File: config.mk
export PLATFORM = sky130hd
export DESIGN_NAME = l15_req_port_scheduler_flat
export DESIGN_NICKNAME = d
export VERILOG_FILES = /design/src/rtl/l15_req_port_scheduler_pkg.sv /design/src/rtl/l15_req_port_scheduler_if.sv /design/src/rtl/l15_prio_picker.sv /design/src/rtl/l15_req_port_scheduler.sv /design/src/flat_wrapper.sv
export SDC_FILE = /design/constraint.sdc
export NUM_CORES = 1
export LEC_CHECK = 0
export BUFFER_PORTS_ARGS = -buffer_cell sky130_fd_sc_hd__buf_2
export CAP_MARGIN = 5
export CORE_AREA = 3 3 362 364
export DETAILED_ROUTE_END_ITERATION = 16
export DIE_AREA = 0 0 365 367
export PLACE_DENSITY = 0.3
export SLEW_MARGIN = 20
export SYNTH_ARGS = -nofsm -noshare
export SYNTH_HDL_FRONTEND = slang
export SYNTH_SLANG_ARGS = --single-unit
File: constraint.sdc
create_clock -name clk_i -period 6.35 [get_ports clk_i]
set_input_delay 1.27 -clock clk_i [delete_from_list [all_inputs] [get_ports clk_i]]
set_output_delay 1.27 -clock clk_i [all_outputs]
set_load 0.03 [all_outputs]
File: src/rtl/l15_req_port_scheduler_pkg.sv
// Shared numbering and types for the L1.5 request path: the scheduler,
// the L1.5 request encoder and the return decoder all import this package
// so that a port id means the same requester everywhere.
package l15_req_port_scheduler_pkg;

  localparam int unsigned NUM_REQ_PORTS = 6;
  localparam int unsigned REQ_PORTID_W  = $clog2(NUM_REQ_PORTS);

  typedef logic [REQ_PORTID_W-1:0] req_portid_t;

  // Requester numbering; lower index means higher priority.
  localparam req_portid_t ICACHE   = req_portid_t'(0);
  localparam req_portid_t DCACHE   = req_portid_t'(1);
  localparam req_portid_t WBUF     = req_portid_t'(2);
  localparam req_portid_t UC_READ  = req_portid_t'(3);
  localparam req_portid_t UC_WRITE = req_portid_t'(4);
  localparam req_portid_t AMO      = req_portid_t'(5);

  // Output slot state: IDLE = slot empty, HOLD = slot presented to L1.5.
  typedef enum logic {
    IDLE = 1'b0,
    HOLD = 1'b1
  } sched_state_t;

endpackage

File: src/rtl/l15_req_port_scheduler_if.sv
// Request-side, L1.5-side and return handshakes of the request scheduler.
// The scheduler uses the slave modport; the surrounding logic uses master.
interface l15_req_port_scheduler_if #(
  parameter int unsigned NumPorts  = 6,
  parameter int unsigned DataWidth = 128
);

  localparam int unsigned IdW = (NumPorts > 1) ? $clog2(NumPorts) : 1;

  logic [NumPorts-1:0]           req_valid_i;
  logic [NumPorts-1:0]           req_ready_o;
  logic [NumPorts*DataWidth-1:0] req_data_i;
  logic                          out_valid_o;
  logic                          out_ack_i;
  logic [DataWidth-1:0]          out_data_o;
  logic [IdW-1:0]                out_portid_o;
  logic                          rtrn_valid_i;
  logic [IdW-1:0]                rtrn_portid_i;

  modport slave (
    input  req_valid_i, req_data_i, out_ack_i, rtrn_valid_i, rtrn_portid_i,
    output req_ready_o, out_valid_o, out_data_o, out_portid_o
  );

  modport master (
    output req_valid_i, req_data_i, out_ack_i, rtrn_valid_i, rtrn_portid_i,
    input  req_ready_o, out_valid_o, out_data_o, out_portid_o
  );

endinterface

File: src/rtl/l15_prio_picker.sv
// Lowest-index-wins onehot picker. vld is set when any request bit is set.
module l15_prio_picker #(
  parameter int unsigned Width = 6
) (
  input  logic [Width-1:0] req,
  output logic [Width-1:0] gnt,
  output logic             vld
);

  // Scan from index 0 upward and grant the first set bit only.
  always_comb begin
    gnt = '0;
    vld = 1'b0;
    for (int i = 0; i < Width; i++) begin
      if (req[i] && !vld) begin
        gnt[i] = 1'b1;
        vld    = 1'b1;
      end
    end
  end

endmodule

File: src/rtl/l15_req_port_scheduler.sv
// L1.5 request slot scheduler: fixed priority with starvation promotion,
// per-port credit limit on outstanding transactions, and a single output
// register holding the request currently offered to L1.5.
module l15_req_port_scheduler
  import l15_req_port_scheduler_pkg::*;
#(
  parameter int unsigned NumPorts       = 6,
  parameter int unsigned DataWidth      = 128,
  parameter int unsigned MaxOutstanding = 4,
  parameter int unsigned StarveTh       = 64
) (
  input  logic                     clk_i,
  input  logic                     rst_ni,
  l15_req_port_scheduler_if.slave  bus,
  output logic                     busy_o,
  output logic                     err_o
);

  localparam int unsigned IdW     = (NumPorts > 1) ? $clog2(NumPorts) : 1;
  localparam int unsigned CreditW = $clog2(MaxOutstanding + 1);
  localparam int unsigned WaitW   = (StarveTh > 0) ? $clog2(StarveTh + 1) : 1;
  localparam logic [CreditW:0]  CreditLim = (CreditW + 1)'(MaxOutstanding);
  localparam logic [WaitW-1:0]  WaitMax   = WaitW'(StarveTh);
  localparam bit                AgingOn   = (StarveTh != 0);

  sched_state_t         state_q, state_d;
  logic [DataWidth-1:0] out_data_q;
  logic [IdW-1:0]       out_portid_q;
  logic                 err_q;

  logic [CreditW-1:0]   credit_q    [NumPorts];
  logic [CreditW:0]     credit_post [NumPorts];
  logic [WaitW-1:0]     wait_q      [NumPorts];

  logic                 ack_fire, rtrn_fire, accept;
  logic [NumPorts-1:0]  ack_sel, rtrn_sel, underflow, credit_used;
  logic [NumPorts-1:0]  eligible, promoted, grant;
  logic [NumPorts-1:0]  prom_gnt, elig_gnt, win_gnt;
  logic                 prom_vld, elig_vld, win_vld;
  logic [IdW-1:0]       win_id;
  logic [DataWidth-1:0] win_data;

  function automatic logic [IdW-1:0] onehot_to_idx(input logic [NumPorts-1:0] oh);
    logic [IdW-1:0] idx;
    idx = '0;
    for (int i = 0; i < NumPorts; i++) begin
      if (oh[i]) idx = idx | IdW'(i);
    end
    return idx;
  endfunction

  // An ack only counts while the slot is actually presented.
  assign ack_fire  = (state_q == HOLD) && bus.out_ack_i;
  assign rtrn_fire = bus.rtrn_valid_i && (32'(bus.rtrn_portid_i) < NumPorts);

  for (genvar p = 0; p < NumPorts; p++) begin : g_port
    assign ack_sel[p]     = ack_fire  && (out_portid_q == IdW'(p));
    assign rtrn_sel[p]    = rtrn_fire && (bus.rtrn_portid_i == IdW'(p));
    // Eligibility sees the credit this cycle's ack is about to consume.
    assign credit_post[p] = {1'b0, credit_q[p]} + {{CreditW{1'b0}}, ack_sel[p]};
    assign eligible[p]    = bus.req_valid_i[p] && (credit_post[p] < CreditLim);
    assign promoted[p]    = AgingOn && eligible[p] && (wait_q[p] == WaitMax);
    assign underflow[p]   = rtrn_sel[p] && !ack_sel[p] && (credit_q[p] == '0);
    assign credit_used[p] = (credit_q[p] != '0);

    // Outstanding count: +1 on ack, -1 on return, never below zero.
    always_ff @(posedge clk_i or negedge rst_ni) begin
      if (!rst_ni) begin
        credit_q[p] <= '0;
      end else if (ack_sel[p] && !rtrn_sel[p]) begin
        credit_q[p] <= credit_q[p] + 1'b1;
      end else if (!ack_sel[p] && rtrn_sel[p] && (credit_q[p] != '0)) begin
        credit_q[p] <= credit_q[p] - 1'b1;
      end
    end

    // Age a port only while it is eligible and losing arbitration.
    always_ff @(posedge clk_i or negedge rst_ni) begin
      if (!rst_ni) begin
        wait_q[p] <= '0;
      end else if (!bus.req_valid_i[p] || grant[p]) begin
        wait_q[p] <= '0;
      end else if (AgingOn && eligible[p] && (wait_q[p] != WaitMax)) begin
        wait_q[p] <= wait_q[p] + 1'b1;
      end
    end
  end

  l15_prio_picker #(.Width(NumPorts)) u_prom_pick (
    .req (promoted),
    .gnt (prom_gnt),
    .vld (prom_vld)
  );

  l15_prio_picker #(.Width(NumPorts)) u_elig_pick (
    .req (eligible),
    .gnt (elig_gnt),
    .vld (elig_vld)
  );

  assign win_gnt = prom_vld ? prom_gnt : elig_gnt;
  assign win_vld = prom_vld || elig_vld;
  assign win_id  = onehot_to_idx(win_gnt);
  // The slot can be refilled when empty, or in the cycle it is being acked.
  assign accept  = rst_ni && win_vld && ((state_q == IDLE) || ack_fire);
  assign grant   = accept ? win_gnt : '0;

  // Select the winning payload from the flattened request bus.
  always_comb begin
    win_data = '0;
    for (int p = 0; p < NumPorts; p++) begin
      if (win_gnt[p]) win_data = win_data | bus.req_data_i[p*DataWidth +: DataWidth];
    end
  end

  // Slot FSM: load on accept, drain on ack when nothing else is waiting.
  always_comb begin
    state_d = state_q;
    unique case (state_q)
      IDLE:    if (accept) state_d = HOLD;
      HOLD:    if (ack_fire) state_d = accept ? HOLD : IDLE;
      default: state_d = IDLE;
    endcase
  end

  // Slot state register.
  always_ff @(posedge clk_i or negedge rst_ni) begin
    if (!rst_ni) state_q <= IDLE;
    else         state_q <= state_d;
  end

  // Output register: payload and source port of the accepted request.
  always_ff @(posedge clk_i or negedge rst_ni) begin
    if (!rst_ni) begin
      out_data_q   <= '0;
      out_portid_q <= '0;
    end else if (accept) begin
      out_data_q   <= win_data;
      out_portid_q <= win_id;
    end
  end

  // Sticky flag for a return that arrived with nothing outstanding.
  always_ff @(posedge clk_i or negedge rst_ni) begin
    if (!rst_ni)         err_q <= 1'b0;
    else if (|underflow) err_q <= 1'b1;
  end

  assign bus.req_ready_o  = grant;
  assign bus.out_valid_o  = (state_q == HOLD);
  assign bus.out_data_o   = out_data_q;
  assign bus.out_portid_o = out_portid_q;
  assign busy_o           = (state_q == HOLD) || (|credit_used);
  assign err_o            = err_q;

endmodule

File: src/flat_wrapper.sv
// flat-port wrapper written by rule: the top's interface ports become plain ports
module l15_req_port_scheduler_flat import l15_req_port_scheduler_pkg::*;
#(
  parameter int unsigned NumPorts       = 6,
  parameter int unsigned DataWidth      = 128,
  parameter int unsigned MaxOutstanding = 4,
  parameter int unsigned StarveTh       = 64
)
  (clk_i, rst_ni, busy_o, err_o, bus_req_valid_i, bus_req_data_i, bus_out_ack_i, bus_rtrn_valid_i, bus_rtrn_portid_i, bus_req_ready_o, bus_out_valid_o, bus_out_data_o, bus_out_portid_o);
  l15_req_port_scheduler_if #(.NumPorts(NumPorts), .DataWidth(DataWidth)) bus_i ();
  input  logic clk_i;
  input  logic rst_ni;
  output logic busy_o;
  output logic err_o;
  input wire logic [$bits(bus_i.req_valid_i)-1:0] bus_req_valid_i;
  input wire logic [$bits(bus_i.req_data_i)-1:0] bus_req_data_i;
  input wire logic [$bits(bus_i.out_ack_i)-1:0] bus_out_ack_i;
  input wire logic [$bits(bus_i.rtrn_valid_i)-1:0] bus_rtrn_valid_i;
  input wire logic [$bits(bus_i.rtrn_portid_i)-1:0] bus_rtrn_portid_i;
  output wire logic [$bits(bus_i.req_ready_o)-1:0] bus_req_ready_o;
  output wire logic [$bits(bus_i.out_valid_o)-1:0] bus_out_valid_o;
  output wire logic [$bits(bus_i.out_data_o)-1:0] bus_out_data_o;
  output wire logic [$bits(bus_i.out_portid_o)-1:0] bus_out_portid_o;
  assign bus_i.req_valid_i = bus_req_valid_i;
  assign bus_i.req_data_i = bus_req_data_i;
  assign bus_i.out_ack_i = bus_out_ack_i;
  assign bus_i.rtrn_valid_i = bus_rtrn_valid_i;
  assign bus_i.rtrn_portid_i = bus_rtrn_portid_i;
  assign bus_req_ready_o = bus_i.req_ready_o;
  assign bus_out_valid_o = bus_i.out_valid_o;
  assign bus_out_data_o = bus_i.out_data_o;
  assign bus_out_portid_o = bus_i.out_portid_o;
  l15_req_port_scheduler #(.NumPorts(NumPorts), .DataWidth(DataWidth), .MaxOutstanding(MaxOutstanding), .StarveTh(StarveTh)) u_core (.clk_i(clk_i), .rst_ni(rst_ni), .bus(bus_i), .busy_o(busy_o), .err_o(err_o));
endmodule
==> flow_summary.json, run 1 <==
{
  "antenna_found_initial": 63,
  "yosysWarnings": 0,
  "portBuffers": 920,
  "grt_pass1_wl_mm": 189,
  "period_minus_slack_ns": 5.13,
  "final_common_cell": "buf_2",
  "drt-pass1-iter-count": 5,
  "grt_pass1_vias": 23900,
  "holdBufCountCts": 0,
  "rsz0062_at_grt": "false",
  "drtIter0Drc": 1885,
  "num_rows": 131,
  "hp-class": "flip-flop to flip-flop",
  "path_clk_slew_ns": 0.09,
  "p_leak_nw": 10.5,
  "whs_ns": 0.519,
  "nets": 3981,
  "cts_num_sinks": 193,
  "viasPerCell": 4.79,
  "fin_util": 0.193,
  "final_max_slew_viol_count": 0,
  "ys.flop_type": "dfrtp_1",
  "crit_slowest_cell": "buf_4",
  "final_cell_mix": "919 x buf_2, 393 x nor3_1, 282 x nand2_1",
  "gp_congestion": 0.872,
  "setup_viol": 0,
  "cp-start-kind": "input pin",
  "syn_inst": 2473,
  "ys_seq_area_frac": 0.272,
  "synth.avg_cell_area_sq_um": 7.19,
  "crit_path_frequent_cell": "buf_2",
  "synth_edf_count": 0,
  "grt_usage": 0.196,
  "tightest_slew_ns": 1.12,
  "synth-seq-cells": 193,
  "synthArstFlopShare": 1.00,
  "route.detailed.drc": 0,
  "required_ns": 5.08,
  "clock-root-buffer": "clkbuf_16",
  "cts_buffer_depth": 2,
  "syn_to_final_growth_pct": 38.4,
  "skew_ns": 0.0165,
  "finalHoldViolCount": 0,
  "critPathMaxFanout": 39,
  "post_cts_buffers": 0,
  "synth_nets": 3272,
  "die_h_um": 367,
  "dieWidth_um": 365,
  "critical_path.endpoint_type": "output pin",
  "dieArea_sq_um": 134000,
  "start_util": 0.139,
  "hpwl_mm": 98.1,
  "vias": 23400,
  "ys_top_cells_by_area": "dfrtp_1 27%, nor3_1 11%, a22oi_1 11%",
  "cts_tree": "yes",
  "critPathMaxStageDelay_ns": 0.57,
  "crit_arrival_ns": 3.86,
  "fin_setup_tns_ns": 0,
  "num_io_pins": 921,
  "worstPathCellList": "buf_2 > and3_1 > a41oi_4 > buf_4 > or2_2 > o21ai_4 > a21oi_1 > buf_2",
  "drive_gt1_frac": 0.322,
  "core_sq_um": 128000,
  "drtAntennaViolNets": 0,
  "slew-limit-headroom": 0.255,
  "path_class": "input pin to output pin",
  "power.total_mw": 8.41,
  "fmax_ghz": 0.195,
  "power_density_nw_per_um2": 342,
  "fin_crit_sh": 0.807,
  "rrSetupSlack_ns": 2.27,
  "avgRoutedWirePerCell_um": 28.0,
  "netlist_area_sq_um": 17800,
  "clk_latency_ns": 0.55,
  "gr-total-overflow": 0,
  "cts_resized": 0,
  "synth_area_leader_cell": "dfrtp_1",
  "totalWireLength_mm": 137,
  "htreeDepth": 4,
  "cap_viol_max_count": 0,
  "synth_top_area_share": 0.272,
  "grt_max_degree": 150,
  "outcome": "finished, final reports clean",
  "vdd_drop_max_mv": 0.269,
  "cts_buffers": 17,
  "ys_types": 61
}
==> report_power, final <==
part / switching, mW / internal, mW
combinational: 3.48 / 1.48
sequential: 0.473 / 1.73
clock: 0.718 / 0.526
==> per-stage QoR <==
step | cell area, sq um | setup slack, ns | instances
3_5_place_dp | 24000 | 1.14 | 4825
4_1_cts | 24500 | 1.13 | 4857
3_3_place_gp | 24000 | 1.17 | 4825
2_1_floorplan | 17800 | 1.72 | 2473
6_report | 24600 | 1.22 | 4886
5_1_grt | 24600 | 1.03 | 4872
==> final timing paths <==
check | startpoint | endpoint | cells after the start
setup reg to reg | u_core.bus.out_valid_o | u_core.bus.out_data_o[55] | 8
setup / recovery | bus_out_ack_i | bus_req_ready_o[2] | 8
max in group asynchronous | rst_ni | u_core.bus.out_data_o[36] | 3
min in group asynchronous | rst_ni | u_core.bus.out_data_o[102] | 1
hold / removal | u_core.credit_q[17] | u_core.credit_q[17] | 1
hold reg to reg | u_core.credit_q[17] | u_core.credit_q[17] | 1
==> Yosys cell counts, drive strengths merged, types with 12 or more instances <==
library cell	instances
a22oi	258
a311oi	128
a41oi	134
and2	136
buf	77
clkbuf	200
dfrtp	193
ha	12
inv	152
nand2	283
nand3	138
nand4	20
nor2	186
nor3	393
xnor2	25
xor2	21
==> cell type report <==
type | instances | area, sq um
Fill cell | 14800 | 103000
Multi-Input combinational cell | 1851 | 11400
Timing Repair Buffer | 967 | 5120
Sequential cell | 193 | 4830
Tap cell | 1662 | 2080
Inverter | 152 | 571
Clock buffer | 18 | 429
Clock inverter | 14 | 148
Antenna cell | 29 | 72.6
==> state kept, by name, indices dropped and copies added, names as in the netlist <==
register                 count
u_core.bus.out_data_o      128
u_core.wait_q               42
u_core.credit_q             18
u_core.bus.out_portid_o      3
u_core.bus.out_valid_o       1
u_core.err_o                 1
==> cells by family (layout without fill, tap and decap cells) <==
| kind of cell | Yosys count | after routing | synth area share |
|---|---|---|---|
| AOI/OAI and AO/OA | 558 | 558 | 0.255 |
| xor gates and xnor gates | 46 | 46 | 0.0227 |
| adders and majority gates | 18 | 18 | 0.0152 |
| buffers and inverters | 429 | 1151 | 0.0982 |
| DFF | 193 | 193 | 0.272 |
| muxes | 13 | 13 | 0.00774 |
| other | 0 | 29 | 0 |
| and+or+nand+nor | 1216 | 1216 | 0.329 |
==> worst max-delay path, delay by kind of cell <==
kind | cells | cell delay (ns)
AO/OA/AOI/OAI | 3 | 0.95
buffers and inverters | 3 | 1.00
AND/OR/NAND/NOR | 2 | 0.61
==> per-layer routing <==
layer,wire (um),vias up,track usage
met1,57400,11700,0.244
met4,3040,32,0.0546
met5,204,-,0
met2,66400,974,0.332
met3,9660,152,0.0481
li1,-,10500,-
Note: power is estimated with default switching activity, not from simulation.
==> run 2: changes to the inputs <==
Settings changed: CORE_AREA 3 3 362 364 to 3 3 356 358, DIE_AREA 0 0 365 367 to 0 0 359 361.
Clock period 6.35 ns to 4.76 ns, I/O delays scaled along.
==> run 2 against run 1 <==
Sequential power is 33% higher. Largest power group unchanged. Final area rose by 0.99%. Routed wire length is 0.87% higher. Clock skew grew 0.0037 ns. Global-route usage grew 0.67 points. Via count rose by 0.31%.
==> flow_summary.json, run 2 (same netlist as run 1, synthesis figures left out) <==
{
  "outcome": "finished, final reports clean",
  "route.detailed.drc": 0,
  "nFillCells": 14400,
  "grt_max_degree": 149,
  "start_util": 0.144,
  "drtAntennaViolNets": 0,
  "cts_num_sinks": 193,
  "path_class": "flip-flop to output pin",
  "nets": 3994,
  "skew_ns": 0.0202,
  "setup_viol": 0,
  "dieWidth_um": 359,
  "fin_setup_tns_ns": 0,
  "largest_reg_flops": 128,
  "clk_latency_ns": 0.55,
  "gp_congestion": 0.863,
  "num_io_pins": 921,
  "power.total_mw": 11.3,
  "gr-total-overflow": 0,
  "tightest_slew_ns": 1.07,
  "slew-limit-headroom": 0.288,
  "cap_viol_max_count": 0,
  "totalWireLength_mm": 138,
  "period_minus_slack_ns": 4.27,
  "drtIter0Drc": 1947,
  "fin_crit_sh": 0.897,
  "grt_pass1_vias": 23600,
  "cts_buffer_depth": 2,
  "final_cell_mix": "919 x buf_2, 393 x nor3_1, 282 x nand2_1",
  "worst-r2r-cell-count": 8,
  "vdd_drop_max_mv": 0.324,
  "path_clk_slew_ns": 0.10,
  "hpwl_mm": 97.4,
  "clock-root-buffer": "clkbuf_16",
  "holdBufCountCts": 0,
  "final_common_cell": "buf_2",
  "syn_to_final_growth_pct": 39.8,
  "htreeDepth": 4,
  "power_density_nw_per_um2": 454,
  "grt_pass1_wl_mm": 191,
  "antenna_found_initial": 77,
  "r2r-start": "u_core.bus.out_portid_o[1]",
  "finalHoldViolCount": 0,
  "required_ns": 3.81,
  "dr.max_layer_used": "met5",
  "crit_arrival_ns": 3.32,
  "cts_resized": 0,
  "crit_slowest_cell": "or4_1",
  "dieArea_sq_um": 130000,
  "vias": 23500,
  "drive_gt1_frac": 0.325,
  "post_cts_buffers": 0,
  "critPathMaxFanout": 8,
  "die_h_um": 361,
  "fmax_ghz": 0.234,
  "avgRoutedWirePerCell_um": 28.2,
  "p_leak_nw": 10.7,
  "cts_tree": "yes",
  "hp-class": "input pin to asynchronous set/reset pin",
  "drt-pass1-iter-count": 9,
  "wl_met2_mm": 65.7,
  "core_sq_um": 124000,
  "wl_met1_mm": 58.5,
  "rsz0062_at_grt": "false",
  "viasPerCell": 4.82,
  "portBuffers": 920,
  "critPathMaxStageDelay_ns": 0.78,
  "reg2reg_to": "u_core.bus.out_data_o[48]",
  "rrSetupSlack_ns": 1.09,
  "critical_path.endpoint_type": "output pin",
  "grt_usage": 0.202,
  "route.met3.wl_mm": 9.45,
  "final_max_slew_viol_count": 0,
  "worstPathCellList": "nor2_2 > a41oi_4 > or4_1 > o21ai_4 > nor2_1 > buf_2",
  "num_rows": 129,
  "cp-start-kind": "flip-flop",
  "cts_buffers": 17
}
run 2: cell type report:
class                   count  area (sq um)  share of cell area
multi-input cells        1851         11400               0.457
repair buffers            980          5370               0.216
flip-flops and latches    193          4830               0.194
well taps                1637          2050              0.0824
inverters                 152           571              0.0230
clock buffers              18           439              0.0177
clock inverters            14           154             0.00619
diodes                     33          82.6             0.00332
run 2: power by group:
group / switching [mW] / internal [mW]
combinational: 4.64 / 2.02
clock: 0.964 / 0.726
sequential: 0.619 / 2.31
run 2: how the worst max path moves through the flow:
stage	slack, ns	from	cells past startpoint	to
after floorplan	0.76	bus_out_ack_i	10	bus_req_ready_o[5]
after global placement	0.46	bus_out_ack_i	7	bus_req_ready_o[3]
after detailed placement	0.48	bus_out_ack_i	7	bus_req_ready_o[3]
after CTS	0.35	u_core.bus.out_portid_o[1]	6	bus_req_ready_o[3]
after global routing	0.30	u_core.bus.out_portid_o[1]	6	bus_req_ready_o[3]
final	0.49	u_core.bus.out_portid_o[1]	6	bus_req_ready_o[3]
run 2: metal layers:
layer  vias up  global-route usage
met5         -                   0
met4        38              0.0612
met3       194              0.0517
met2      1024               0.339
met1     11700               0.255
li1      10600                   -
run 2: critical path, delay by kind of cell (launching register included):
| kind | cells | cell delay (ns) |
|---|---|---|
| AO/OA/AOI/OAI | 2 | 0.71 |
| flip-flops | 1 | 0.52 |
| buffers and inverters | 1 | 0.22 |
| AND/OR/NAND/NOR | 3 | 1.31 |
run 2: stage by stage:
step                      cell area, sq um  hold WS (ns)   util  std cells  setup slack [ns]
after floorplan                      17800         0.460      -       2473             0.765
after global placement               24200         0.492  0.195       4813             0.463
after detailed placement             24200         0.484  0.195       4813             0.484
after CTS                            24800         0.134  0.200       4845             0.352
after global routing                 24800         0.159  0.201       4862             0.296
final                                24800         0.209  0.201       4878             0.490
==> run 3: changes to the inputs <==
Settings changed: PLACE_DENSITY 0.3 to 0.4.
==> run 3 against run 2 <==
Via count up 2.6%. First-iteration DRC count increased by 29%. Clock-buffer cell count is 2 higher. Worst setup slack worse by 0.070 ns. Power shrank 0.19%. Non-clock buffer count is 2 lower. Register-to-register slack lost 0.02 ns. Largest power group unchanged. Highest routed layer unchanged.
==> flow_summary.json, run 3 (same netlist as run 1, synthesis figures left out) <==
{
  "htreeDepth": 4,
  "tightest_slew_ns": 1.15,
  "critical_path.endpoint_type": "output pin",
  "start_util": 0.144,
  "cp-start-kind": "input pin",
  "cts_buffer_depth": 2,
  "hpwl_mm": 96.8,
  "cts_num_sinks": 193,
  "viasPerCell": 4.94,
  "rsz0062_at_grt": "false",
  "num_io_pins": 921,
  "nFillCells": 14300,
  "cts_tree": "yes",
  "drt-pass1-iter-count": 7,
  "grt_usage": 0.195,
  "clock-root-buffer": "clkbuf_16",
  "skew_ns": 0.0265,
  "drtAntennaViolNets": 0,
  "power_density_nw_per_um2": 453,
  "outcome": "finished, final reports clean",
  "cap_viol_max_count": 0,
  "worst-r2r-cell-count": 8,
  "crit_arrival_ns": 3.39,
  "vdd_drop_max_mv": 0.522,
  "antenna_found_initial": 81,
  "holdBufCountCts": 0,
  "avgRoutedWirePerCell_um": 27.4,
  "grt_pass1_wl_mm": 185,
  "gp_congestion": 0.914,
  "critPathMaxFanout": 8,
  "clk_latency_ns": 0.55,
  "cts_resized": 0,
  "fin_util": 0.201,
  "post_cts_buffers": 0,
  "nets": 3992,
  "final_common_cell": "buf_2",
  "largest_reg_flops": 128,
  "path_class": "input pin to output pin",
  "dieArea_sq_um": 130000,
  "drtIter0Drc": 2519,
  "gr-total-overflow": 0,
  "slew-limit-headroom": 0.233,
  "required_ns": 3.81,
  "drive_gt1_frac": 0.324,
  "path_clk_slew_ns": 0.09,
  "hp-class": "input pin to asynchronous set/reset pin",
  "die_h_um": 361,
  "final_max_slew_viol_count": 0,
  "finalInstanceArea_sq_um": 24800,
  "cts_buffers": 17,
  "totalWireLength_mm": 134,
  "fmax_ghz": 0.230,
  "fin_crit_sh": 0.912,
  "portBuffers": 920,
  "core_sq_um": 124000,
  "setup_viol": 0,
  "placed_area_sq_um": 24100,
  "finalHoldViolCount": 0,
  "vias": 24100,
  "final_cell_mix": "919 x buf_2, 393 x nor3_1, 282 x nand2_1",
  "route.detailed.drc": 0,
  "period_minus_slack_ns": 4.34,
  "fin_setup_tns_ns": 0,
  "grt_pass1_vias": 23500,
  "dieWidth_um": 359,
  "grt_max_degree": 142,
  "num_rows": 129,
  "p_leak_nw": 10.7,
  "whs_ns": 0.332,
  "syn_to_final_growth_pct": 39.7
}
## run 3: worst paths after layout
kind | slack [ns] | endpoint | startpoint
min reg2reg | 0.51 | u_core.credit_q[2] | u_core.credit_q[2]
min in group clk_i | 0.51 | u_core.credit_q[2] | u_core.credit_q[2]
max in group asynchronous | 2.66 | u_core.bus.out_data_o[9] | rst_ni
max | 0.42 | bus_req_ready_o[4] | bus_out_ack_i
min | 0.33 | u_core.credit_q[2] | rst_ni
max reg2reg | 1.07 | u_core.bus.out_data_o[1] | u_core.bus.out_portid_o[0]
## run 3: stage by stage
step / power, mW / cells / worst slack, ns
2_1_floorplan: 6.70 / 2473 / 0.765
3_3_place_gp: 9.53 / 4811 / 0.409
3_5_place_dp: 9.49 / 4811 / 0.403
4_1_cts: 11.3 / 4843 / 0.327
5_1_grt: 11.9 / 4865 / 0.267
6_report: 11.3 / 4883 / 0.420
## run 3: report_power, final
part,total (mW),internal (mW),switching [mW]
Sequential,2.93,2.31,0.621
Combinational,6.59,2.01,4.57
Clock,1.75,0.856,0.890
Total,11.3,5.18,6.08
## run 3: area by class of cell
cell class,count,area [sq um],area share
multi-input cells,1851,11400,0.457
repair buffers,978,5310,0.214
inverters,152,571,0.0230
well taps,1637,2050,0.0825
diodes,40,100,0.00403
flip-flops and latches,193,4830,0.194
clock inverters,12,171,0.00690
clock buffers,20,447,0.0180
## run 3: routing by layer
metal / wire length [um] / GRT usage / vias up
met2: 62500 / 0.317 / 1393
met3: 11600 / 0.0507 / 223
met1: 55700 / 0.250 / 11900
met4: 4000 / 0.0657 / 28
li1: - / - / 10600
met5: 200 / 0 / -
## run 3: worst max-delay path, cell delays in order
cell      delay (ns)
buf_2           0.11
and3_1          0.45
a41oi_4         0.28
or4_1           0.79
o21bai_4        0.30
nand3_1         0.14
nor2_1          0.16
buf_2           0.22
